--- config.mk ---
export PLATFORM = sky130hd
export DESIGN_NAME = instruction_decode
export DESIGN_NICKNAME = d
export VERILOG_FILES = /design/src/rtl/instruction_decode.sv
export SDC_FILE = /design/constraint.sdc
export NUM_CORES = 2
export LEC_CHECK = 0
export ABC_AREA = 1
export CAP_MARGIN = 30
export CELL_PAD_IN_SITES_DETAIL_PLACEMENT = 1
export CELL_PAD_IN_SITES_GLOBAL_PLACEMENT = 1
export CORE_MARGIN = 5
export CORE_UTILIZATION = 30
export CTS_CLUSTER_SIZE = 16
export DETAILED_ROUTE_END_ITERATION = 10
export GPL_ROUTABILITY_DRIVEN = 0
export HOLD_SLACK_MARGIN = 0.06
export PLACE_DENSITY_LB_ADDON = 0.25
export SYNTH_ARGS = -nofsm -noshare
export SYNTH_HDL_FRONTEND = slang
export SYNTH_SLANG_ARGS = --single-unit
--- constraint.sdc ---
create_clock -name clk -period 121.2 [get_ports clk]
set_input_delay 18.18 -clock clk [delete_from_list [all_inputs] [get_ports clk]]
set_output_delay 18.18 -clock clk [all_outputs]
set_load 0.05 [all_outputs]
--- src/rtl/instruction_decode.sv ---
// Instruction decode stage of the 5-stage MIPS pipeline: IF/ID register,
// register file with write-through bypass, main decoder, immediate
// generation, load-use hazard detection and the ID/EX register.
module instruction_decode #(
  parameter int DATA_WIDTH = 32,
  parameter int ADDR_WIDTH = 32,
  parameter int NUM_REGS   = 32
) (
  input  logic                  clk,
  input  logic                  reset,
  input  logic [ADDR_WIDTH-1:0] if_pc,
  input  logic [31:0]           if_instruction,
  input  logic                  flush,
  input  logic                  wb_reg_write,
  input  logic [4:0]            wb_rd,
  input  logic [DATA_WIDTH-1:0] wb_data,
  output logic                  stall,
  output logic                  ex_valid,
  output logic [ADDR_WIDTH-1:0] ex_pc_plus4,
  output logic [DATA_WIDTH-1:0] ex_rs_data,
  output logic [DATA_WIDTH-1:0] ex_rt_data,
  output logic [DATA_WIDTH-1:0] ex_imm,
  output logic [4:0]            ex_rs,
  output logic [4:0]            ex_rt,
  output logic [4:0]            ex_dest,
  output logic [4:0]            ex_shamt,
  output logic [3:0]            ex_alu_op,
  output logic                  ex_reg_write,
  output logic                  ex_mem_read,
  output logic                  ex_mem_write,
  output logic                  ex_mem_to_reg,
  output logic                  ex_alu_src,
  output logic                  ex_branch_eq,
  output logic                  ex_branch_ne,
  output logic                  ex_jump,
  output logic                  ex_jump_reg,
  output logic                  ex_link,
  output logic [ADDR_WIDTH-1:0] ex_jump_target,
  output logic                  ex_illegal
);

  localparam logic [5:0] OP_RTYPE = 6'h00, OP_J    = 6'h02, OP_JAL  = 6'h03;
  localparam logic [5:0] OP_BEQ   = 6'h04, OP_BNE  = 6'h05, OP_ADDI = 6'h08;
  localparam logic [5:0] OP_SLTI  = 6'h0A, OP_ANDI = 6'h0C, OP_ORI  = 6'h0D;
  localparam logic [5:0] OP_LUI   = 6'h0F, OP_LW   = 6'h23, OP_SW   = 6'h2B;
  localparam logic [5:0] FN_SLL = 6'h00, FN_SRL = 6'h02, FN_JR  = 6'h08, FN_ADD = 6'h20;
  localparam logic [5:0] FN_SUB = 6'h22, FN_AND = 6'h24, FN_OR  = 6'h25, FN_SLT = 6'h2A;
  localparam logic [3:0] ALU_ADD = 4'd0, ALU_SUB = 4'd1, ALU_AND = 4'd2, ALU_OR  = 4'd3;
  localparam logic [3:0] ALU_SLT = 4'd4, ALU_SLL = 4'd5, ALU_SRL = 4'd6, ALU_LUI = 4'd7;

  typedef struct packed {
    logic                  valid;
    logic [ADDR_WIDTH-1:0] pc_plus4;
    logic [DATA_WIDTH-1:0] rs_data;
    logic [DATA_WIDTH-1:0] rt_data;
    logic [DATA_WIDTH-1:0] imm;
    logic [4:0]            rs;
    logic [4:0]            rt;
    logic [4:0]            dest;
    logic [4:0]            shamt;
    logic [3:0]            alu_op;
    logic                  reg_write;
    logic                  mem_read;
    logic                  mem_write;
    logic                  mem_to_reg;
    logic                  alu_src;
    logic                  branch_eq;
    logic                  branch_ne;
    logic                  jump;
    logic                  jump_reg;
    logic                  link;
    logic [ADDR_WIDTH-1:0] jump_target;
    logic                  illegal;
  } idex_t;

  function automatic logic [DATA_WIDTH-1:0] sign_extend16(input logic signed [15:0] v);
    logic signed [DATA_WIDTH-1:0] ext;
    ext = DATA_WIDTH'(v);
    return ext;
  endfunction

  logic                  vld_p0;
  logic [ADDR_WIDTH-1:0] pc_p0;
  logic [31:0]           instr_p0;
  logic [DATA_WIDTH-1:0] regs [NUM_REGS];
  idex_t                 idex_p1, idex_nx;

  logic [5:0]            opcode, funct;
  logic [4:0]            rs, rt, rd;
  logic [15:0]           imm16;
  logic [ADDR_WIDTH-1:0] pc_plus4;
  logic [DATA_WIDTH-1:0] rs_data, rt_data, d_imm;
  logic [3:0]            d_alu_op;
  logic [4:0]            d_dest;
  logic d_reg_write, d_mem_read, d_mem_write, d_mem_to_reg, d_alu_src;
  logic d_branch_eq, d_branch_ne, d_jump, d_jump_reg, d_link, d_illegal, d_uses_rt;
  logic bubble;

  assign opcode   = instr_p0[31:26];
  assign rs       = instr_p0[25:21];
  assign rt       = instr_p0[20:16];
  assign rd       = instr_p0[15:11];
  assign funct    = instr_p0[5:0];
  assign imm16    = instr_p0[15:0];
  assign pc_plus4 = pc_p0 + ADDR_WIDTH'(4);

  // IF/ID boundary: flush squashes, stall holds, otherwise capture fetch
  always_ff @(posedge clk or posedge reset) begin
    if (reset) begin
      vld_p0   <= 1'b0;
      pc_p0    <= '0;
      instr_p0 <= '0;
    end else if (flush) begin
      vld_p0   <= 1'b0;
      instr_p0 <= '0;
    end else if (!stall) begin
      vld_p0   <= 1'b1;
      pc_p0    <= if_pc;
      instr_p0 <= if_instruction;
    end
  end

  // Register file write port; r0 is never written
  always_ff @(posedge clk or posedge reset) begin
    if (reset) begin
      for (int i = 0; i < NUM_REGS; i++) regs[i] <= '0;
    end else if (wb_reg_write && wb_rd != 5'd0) begin
      regs[wb_rd] <= wb_data;
    end
  end

  // Read ports see a same-cycle writeback so WB->ID needs no extra forwarding
  assign rs_data = (rs == 5'd0) ? '0 : (wb_reg_write && wb_rd == rs) ? wb_data : regs[rs];
  assign rt_data = (rt == 5'd0) ? '0 : (wb_reg_write && wb_rd == rt) ? wb_data : regs[rt];

  // Main decoder: control bits, destination and immediate form per opcode/funct
  always_comb begin
    d_alu_op     = ALU_ADD;
    d_reg_write  = 1'b0;
    d_mem_read   = 1'b0;
    d_mem_write  = 1'b0;
    d_mem_to_reg = 1'b0;
    d_alu_src    = 1'b0;
    d_branch_eq  = 1'b0;
    d_branch_ne  = 1'b0;
    d_jump       = 1'b0;
    d_jump_reg   = 1'b0;
    d_link       = 1'b0;
    d_illegal    = 1'b0;
    d_uses_rt    = 1'b0;
    d_dest       = rt;
    d_imm        = sign_extend16(imm16);
    case (opcode)
      OP_RTYPE: begin
        d_dest      = rd;
        d_uses_rt   = 1'b1;
        d_reg_write = 1'b1;
        case (funct)
          FN_ADD:  d_alu_op = ALU_ADD;
          FN_SUB:  d_alu_op = ALU_SUB;
          FN_AND:  d_alu_op = ALU_AND;
          FN_OR:   d_alu_op = ALU_OR;
          FN_SLT:  d_alu_op = ALU_SLT;
          FN_SLL:  d_alu_op = ALU_SLL;
          FN_SRL:  d_alu_op = ALU_SRL;
          FN_JR: begin
            d_jump_reg  = 1'b1;
            d_reg_write = 1'b0;
          end
          default: begin
            d_illegal   = 1'b1;
            d_reg_write = 1'b0;
          end
        endcase
      end
      OP_LW: begin
        d_alu_src    = 1'b1;
        d_mem_read   = 1'b1;
        d_mem_to_reg = 1'b1;
        d_reg_write  = 1'b1;
      end
      OP_SW: begin
        d_alu_src   = 1'b1;
        d_mem_write = 1'b1;
        d_uses_rt   = 1'b1;
      end
      OP_ADDI: begin d_alu_src = 1'b1; d_reg_write = 1'b1; end
      OP_SLTI: begin d_alu_src = 1'b1; d_reg_write = 1'b1; d_alu_op = ALU_SLT; end
      OP_ANDI: begin
        d_alu_src = 1'b1; d_reg_write = 1'b1; d_alu_op = ALU_AND;
        d_imm     = {{(DATA_WIDTH-16){1'b0}}, imm16};
      end
      OP_ORI: begin
        d_alu_src = 1'b1; d_reg_write = 1'b1; d_alu_op = ALU_OR;
        d_imm     = {{(DATA_WIDTH-16){1'b0}}, imm16};
      end
      OP_LUI: begin
        d_alu_src = 1'b1; d_reg_write = 1'b1; d_alu_op = ALU_LUI;
        d_imm     = {imm16, {(DATA_WIDTH-16){1'b0}}};
      end
      OP_BEQ: begin d_alu_op = ALU_SUB; d_branch_eq = 1'b1; d_uses_rt = 1'b1; end
      OP_BNE: begin d_alu_op = ALU_SUB; d_branch_ne = 1'b1; d_uses_rt = 1'b1; end
      OP_J:   begin d_jump = 1'b1; d_dest = 5'd0; end
      OP_JAL: begin d_jump = 1'b1; d_link = 1'b1; d_reg_write = 1'b1; d_dest = 5'd31; end
      default: d_illegal = 1'b1;
    endcase
    if (d_illegal) d_dest = 5'd0;
  end

  // A load in EX whose destination is a source of the instruction in ID must wait a cycle
  assign stall = ex_valid && ex_mem_read && (ex_dest != 5'd0) && vld_p0 &&
                 ((ex_dest == rs) || (d_uses_rt && (ex_dest == rt)));

  assign bubble = flush || stall || !vld_p0;

  // Assemble the next ID/EX word; a bubble is an all-zero word
  always_comb begin
    idex_nx = '0;
    if (!bubble) begin
      idex_nx.valid       = 1'b1;
      idex_nx.pc_plus4    = pc_plus4;
      idex_nx.rs_data     = rs_data;
      idex_nx.rt_data     = rt_data;
      idex_nx.imm         = d_imm;
      idex_nx.rs          = rs;
      idex_nx.rt          = rt;
      idex_nx.dest        = d_dest;
      idex_nx.shamt       = instr_p0[10:6];
      idex_nx.alu_op      = d_alu_op;
      idex_nx.reg_write   = d_reg_write;
      idex_nx.mem_read    = d_mem_read;
      idex_nx.mem_write   = d_mem_write;
      idex_nx.mem_to_reg  = d_mem_to_reg;
      idex_nx.alu_src     = d_alu_src;
      idex_nx.branch_eq   = d_branch_eq;
      idex_nx.branch_ne   = d_branch_ne;
      idex_nx.jump        = d_jump;
      idex_nx.jump_reg    = d_jump_reg;
      idex_nx.link        = d_link;
      idex_nx.jump_target = {pc_plus4[ADDR_WIDTH-1:ADDR_WIDTH-4], instr_p0[25:0], 2'b00};
      idex_nx.illegal     = d_illegal;
    end
  end

  // ID/EX boundary
  always_ff @(posedge clk or posedge reset) begin
    if (reset) idex_p1 <= '0;
    else       idex_p1 <= idex_nx;
  end

  assign ex_valid       = idex_p1.valid;
  assign ex_pc_plus4    = idex_p1.pc_plus4;
  assign ex_rs_data     = idex_p1.rs_data;
  assign ex_rt_data     = idex_p1.rt_data;
  assign ex_imm         = idex_p1.imm;
  assign ex_rs          = idex_p1.rs;
  assign ex_rt          = idex_p1.rt;
  assign ex_dest        = idex_p1.dest;
  assign ex_shamt       = idex_p1.shamt;
  assign ex_alu_op      = idex_p1.alu_op;
  assign ex_reg_write   = idex_p1.reg_write;
  assign ex_mem_read    = idex_p1.mem_read;
  assign ex_mem_write   = idex_p1.mem_write;
  assign ex_mem_to_reg  = idex_p1.mem_to_reg;
  assign ex_alu_src     = idex_p1.alu_src;
  assign ex_branch_eq   = idex_p1.branch_eq;
  assign ex_branch_ne   = idex_p1.branch_ne;
  assign ex_jump        = idex_p1.jump;
  assign ex_jump_reg    = idex_p1.jump_reg;
  assign ex_link        = idex_p1.link;
  assign ex_jump_target = idex_p1.jump_target;
  assign ex_illegal     = idex_p1.illegal;

endmodule
After elaboration in Yosys (flattened, before gate mapping). Cells that the tools add are included.

Magnitude comparators: 4. Bitwise operators: 5. Reductions and logical operators: 29. Equality and inequality tests: 23. Multiplexer cells: 37. Add/subtract/negate cells: 1.

Operator list (count): 1024-bit bitwise mux (1); 32-bit 2-to-1 mux (11); 32-bit binary-select mux with 5-bit select (2); 196-bit 2-to-1 mux (1); 32-bit demux with 5-bit select (1); 32-bit case mux with 2 select lines (1); 6-bit equality test, second input constant (7); 6-bit by 4-bit equality test with 1-bit output, second input constant (6); 3-bit case mux with 6 select lines (2); 32-bit by 3-bit adder with 32-bit output, second input constant (1); 7-bit OR reduction (3); 5-bit equality test (4); 6-bit by 2-bit equality test with 1-bit output, second input constant (3); 6-bit greater-or-equal comparator, second input constant (3); 5-bit NOT with 6-bit output (3); 5-bit case mux with 3 select lines (1); 1-bit 2-to-1 mux (14); 6-bit by 3-bit equality test with 1-bit output, second input constant (2); 6-bit logical NOT (2); 11-bit OR reduction (1); 5-bit logical NOT (2); 5-bit nonzero test (2); 1-bit logical AND (9); 8-bit OR reduction (1); other kinds (10) (16).

Register bits: 1285. Word-level logic and storage cells: 156. Output and inout port bits: 197. Bits of input ports: 105.

Logic depth before layout (Yosys ltp).
Depth in word-level cells: 9. Mapped depth: 15. Gate-level depth less buffers: 12.

Least setup slack after synthesis. Ideal clock, no wire load.

Path type: reg2out. Start point: register idex_p1 (netlist bit ex_dest[0]). End point: output stall. Required time: 103.020 ns. Slack: 101.186 ns. Arrival time: 1.834 ns. Path buffers: 1. Stages on the path, launching flop included: 10. Path through: dfrtp_1 inv_1 nand2_1 o21ai_0 nor2_1 nand3_1 nand2_1 nand2_1 clkbuf_1 inv_1.

Longest elaborated chain between the ends: 4. Elaborated cells between the ends (all ways): 8. Those cells by class: 2 x eq/ne; 6 x reduce/logical.

RTL lines: start: declaration (line 86) `idex_t idex_p1, idex_nx;`; start signal: assignment (line 248) `else idex_p1 <= idex_nx;`; 5-bit equality test or 5-bit nonzero test (tied branches) (line 212, 211); 1-bit logical AND, on equally long branches (line 212, 211); 1-bit logical OR or 1-bit logical AND (tied branches) (line 212, 211); 1-bit logical AND (*) (line 211) `assign stall = ex_valid && ex_mem_read && (ex_dest != 5'd0) && vld_p0 &&`; end: declaration (line 17) `output logic stall,`.

Every way passes the cells marked *; elsewhere a longest branch is shown, timed or not.

Final worst setup path.
Start point: register instr_p0[18]. End point: output stall.

Longest elaborated chain between the ends: 4.

RTL lines: start: declaration (line 84) `logic [31:0] instr_p0;`; start signal: assignment (line 119) `instr_p0 <= if_instruction;`; 5-bit equality test (line 212) `((ex_dest == rs) || (d_uses_rt && (ex_dest == rt)));`; 1-bit logical AND (line 212); 1-bit logical OR (line 212); 1-bit logical AND (line 211).

Every way passes these cells.

==> summary.txt <==
CTS
  – Root Buffer: clkbuf_16
  – CTS sink cnt: 1,262
  – Number of buffers created by CTS: 156
  – Worst-path clk slew: 0.06 ns
  – CTS Hold Buffers Added: 0
  – Worst skew pair latency: 0.83 ns
  – CTS tree: yes
  – H-tree depth: 4
  – Clk buf depth: 3
  – Setup Buffers After CTS: 0
  – CTS resizes: 0

Timing
  – Setup-failing EPs final: 0
  – Unrepaired setup endpoints after global routing: no
  – Tcrit/Tclk final: 18.6%
  – Slew Limit Fails: 0
  – Post-layout min period: 22.54 ns
  – Hold Vio Cnt, Final: 0
  – Clock Skew: 0.0326 ns
  – Fin Setup TNS: 0 ns
  – Worst-Margin Slew: 1.37 ns
  – FMAX: 44.4 MHz
  – Relative slew slack: 8.38%

Cells and area
  – Final Instance Area: 77,200 um2
  – Post-layout util: 35.1%
  – Nets: 9,041
  – Synth-to-Final Area Change: 16.5%
  – Area of the multi-input gates: 29,200 um2
  – Reg with most FFs: regs
  – Most frequent cells in the layout: nand2_1, o21ai_0, dfrtp_1, a21oi_1, inv_1
  – Largest register FFs: 1,024
  – Share of cells above drive strength 1: 5.30%
  – Fill cells: 26,800
  – Register Area: 31,600 um2
  – Commonest non-fill, non-tap cell in the layout: nand2_1

Yosys
  – Post-synthesis async set-or-reset flop share: 100%
  – Synth Instances: 9,148
  – Seq cells post-synth: 1,262
  – Seq/Total Area, Yosys: 47.7%
  – Mapped Avg Cell Area: 7.24 um2
  – Yosys warnings: 0
  – Dominant synthesized flop cell: dfrtp_1
  – Post-Syn Area: 66,300 um2
  – Netlist cell types: 34
  – Post-synth EDFFs: 0

Pwr
  – LEAKAGE: 35.3 nW
  – Sequential Power Share: 42.2%
  – PD cells: 16.5 nW/um2
  – Int Pwr: 0.000863 W
  – Logic pwr share: 18.2%
  – Maximum vdd drop: 11.6 uV
  – Net Sw Frac: 32.0%
  – Clock Power Share: 39.6%
  – Total Power: 0.00127 W
  – Psw: 0.000406 W

Die
  – Total die area: 230,000 um2
  – Core region area: 220,000 um2
  – Initial cell density of the core: 30.2%
  – Num rows: 172
  – Die width: 480 um
  – Top Ports: 302
  – Die H: 480 um

Detailed routing
  – First-pass detailed-route iteration total: 5
  – Total routed wirelength: 299 mm
  – Per-cell routed wire length: 24.8 um
  – DRT iter0 DRCs: 5,312
  – Vias per cell: 5.36
  – DRC Markers: 0
  – Post-DRT Antenna Nets: 0
  – Vias: 64,400

Worst setup path
  – Crit start category: flop
  – Setup CP Type: reg -> out
  – Req. time, crit path: 103.02 ns
  – Critical-path maximum fanout: 44
  – RR Startpoint: instr_p0[21]
  – Crit path capture type: primary output
  – Critical path arrival: 4.36 ns
  – CP startpoint: instr_p0[18]

Hold path
  – Worst hold path class: reg -> reg
  – Hold path start: regs[998]

Global routing
  – Largest net degree at the start of global routing: 224
  – GR Overflow Total: 0
  – Antenna violations before repair: 17
  – First-pass GRT wire length: 442 mm
  – Number of global-route vias before repair: 66,100
  – GRT Total Usage: 25.3%

Placed design
  – Placed cell areas: 71,400 um2
  – Detail Placement HPWL: 173 mm
  – Port bufs: 298

Outcome
  – Status: completed

Job
  – Maxcap violations: 0
-- final cells by class --
type                       count  area share [%]
clock buffer                 224            5.90
multi-input combinational   6422            37.8
sequential                  1262            41.0
clock inverter                63            1.18
inverter                     651            3.22
timing repair buffer         442            6.14
tap                         2958            4.80
antenna                        7          0.0227
-- stage by stage --
stage,worst slack (ns),hold WS [ns],cells
floorplan,67.46,0.429,9150
global placement,99.09,0.365,11700
detailed placement,99.06,0.367,11700
CTS,98.61,0.379,12000
global route,98.52,0.383,12000
finish,98.66,0.376,12000
-- cells by family after synthesis --
logic type	share of synthesized area, %
fa+ha+maj	0.0189
simple gates	22.7
xor+xnor	0.291
other cells	0.00566
compound gates	20.6
flops	47.7
buf+inv	8.70
-- per-layer routing --
| layer | vias up | wire length [um] | track usage (%) |
|---|---|---|---|
| met3 | 538 | 19000 | 4.48 |
| li1 | 29400 | - | - |
| met5 | - | 27 | 0 |
| met2 | 2087 | 137000 | 40.8 |
| met1 | 32400 | 132000 | 34.2 |
| met4 | 4 | 10700 | 8.60 |
-- cell usage after synthesis, types with 33 or more instances --
master | n | area [um2]
buf_2 | 130 | 651
nand3_1 | 550 | 2750
o211ai_1 | 205 | 1540
nor2_1 | 526 | 1970
nor3_1 | 46 | 230
dfrtp_1 | 1262 | 31600
nand2_1 | 2618 | 9830
inv_1 | 639 | 2400
o21ai_1 | 33 | 165
o21ai_0 | 1572 | 7870
a21oi_1 | 793 | 3970
clkbuf_1 | 588 | 2210
buf_1 | 70 | 263
-- final timing paths --
check	cells after the start	to	slack, ns
max in group asynchronous	5	instr_p0[19]	100.02
max reg2reg	14	ex_rs_data[20]	116.05
max	9	stall	98.66
min reg2reg	0	regs[998]	0.38
min	0	regs[998]	0.38
min in group asynchronous	2	regs[221]	17.94
-- power groups by stage --
stage                     clock network, W  logic, W  registers (W)
after floorplan                          0  0.000152       0.000537
after CTS                         0.000513  0.000230       0.000535
after detailed placement                 0  0.000229       0.000541
after global placement                   0  0.000219       0.000539
after global routing              0.000530  0.000261       0.000544
final                             0.000503  0.000231       0.000536
-- worst max-delay path, cell delays in order (launching register included) --
cell,delay [ns]
dfrtp_4,0.57
inv_4,0.51
buf_4,0.92
o22ai_1,0.19
nor2_1,0.16
nand3_1,0.08
nand2_1,0.08
nand2_2,0.10
inv_1,0.07
clkdlybuf4s50_1,0.80
(Power assumes the default switching activity.)
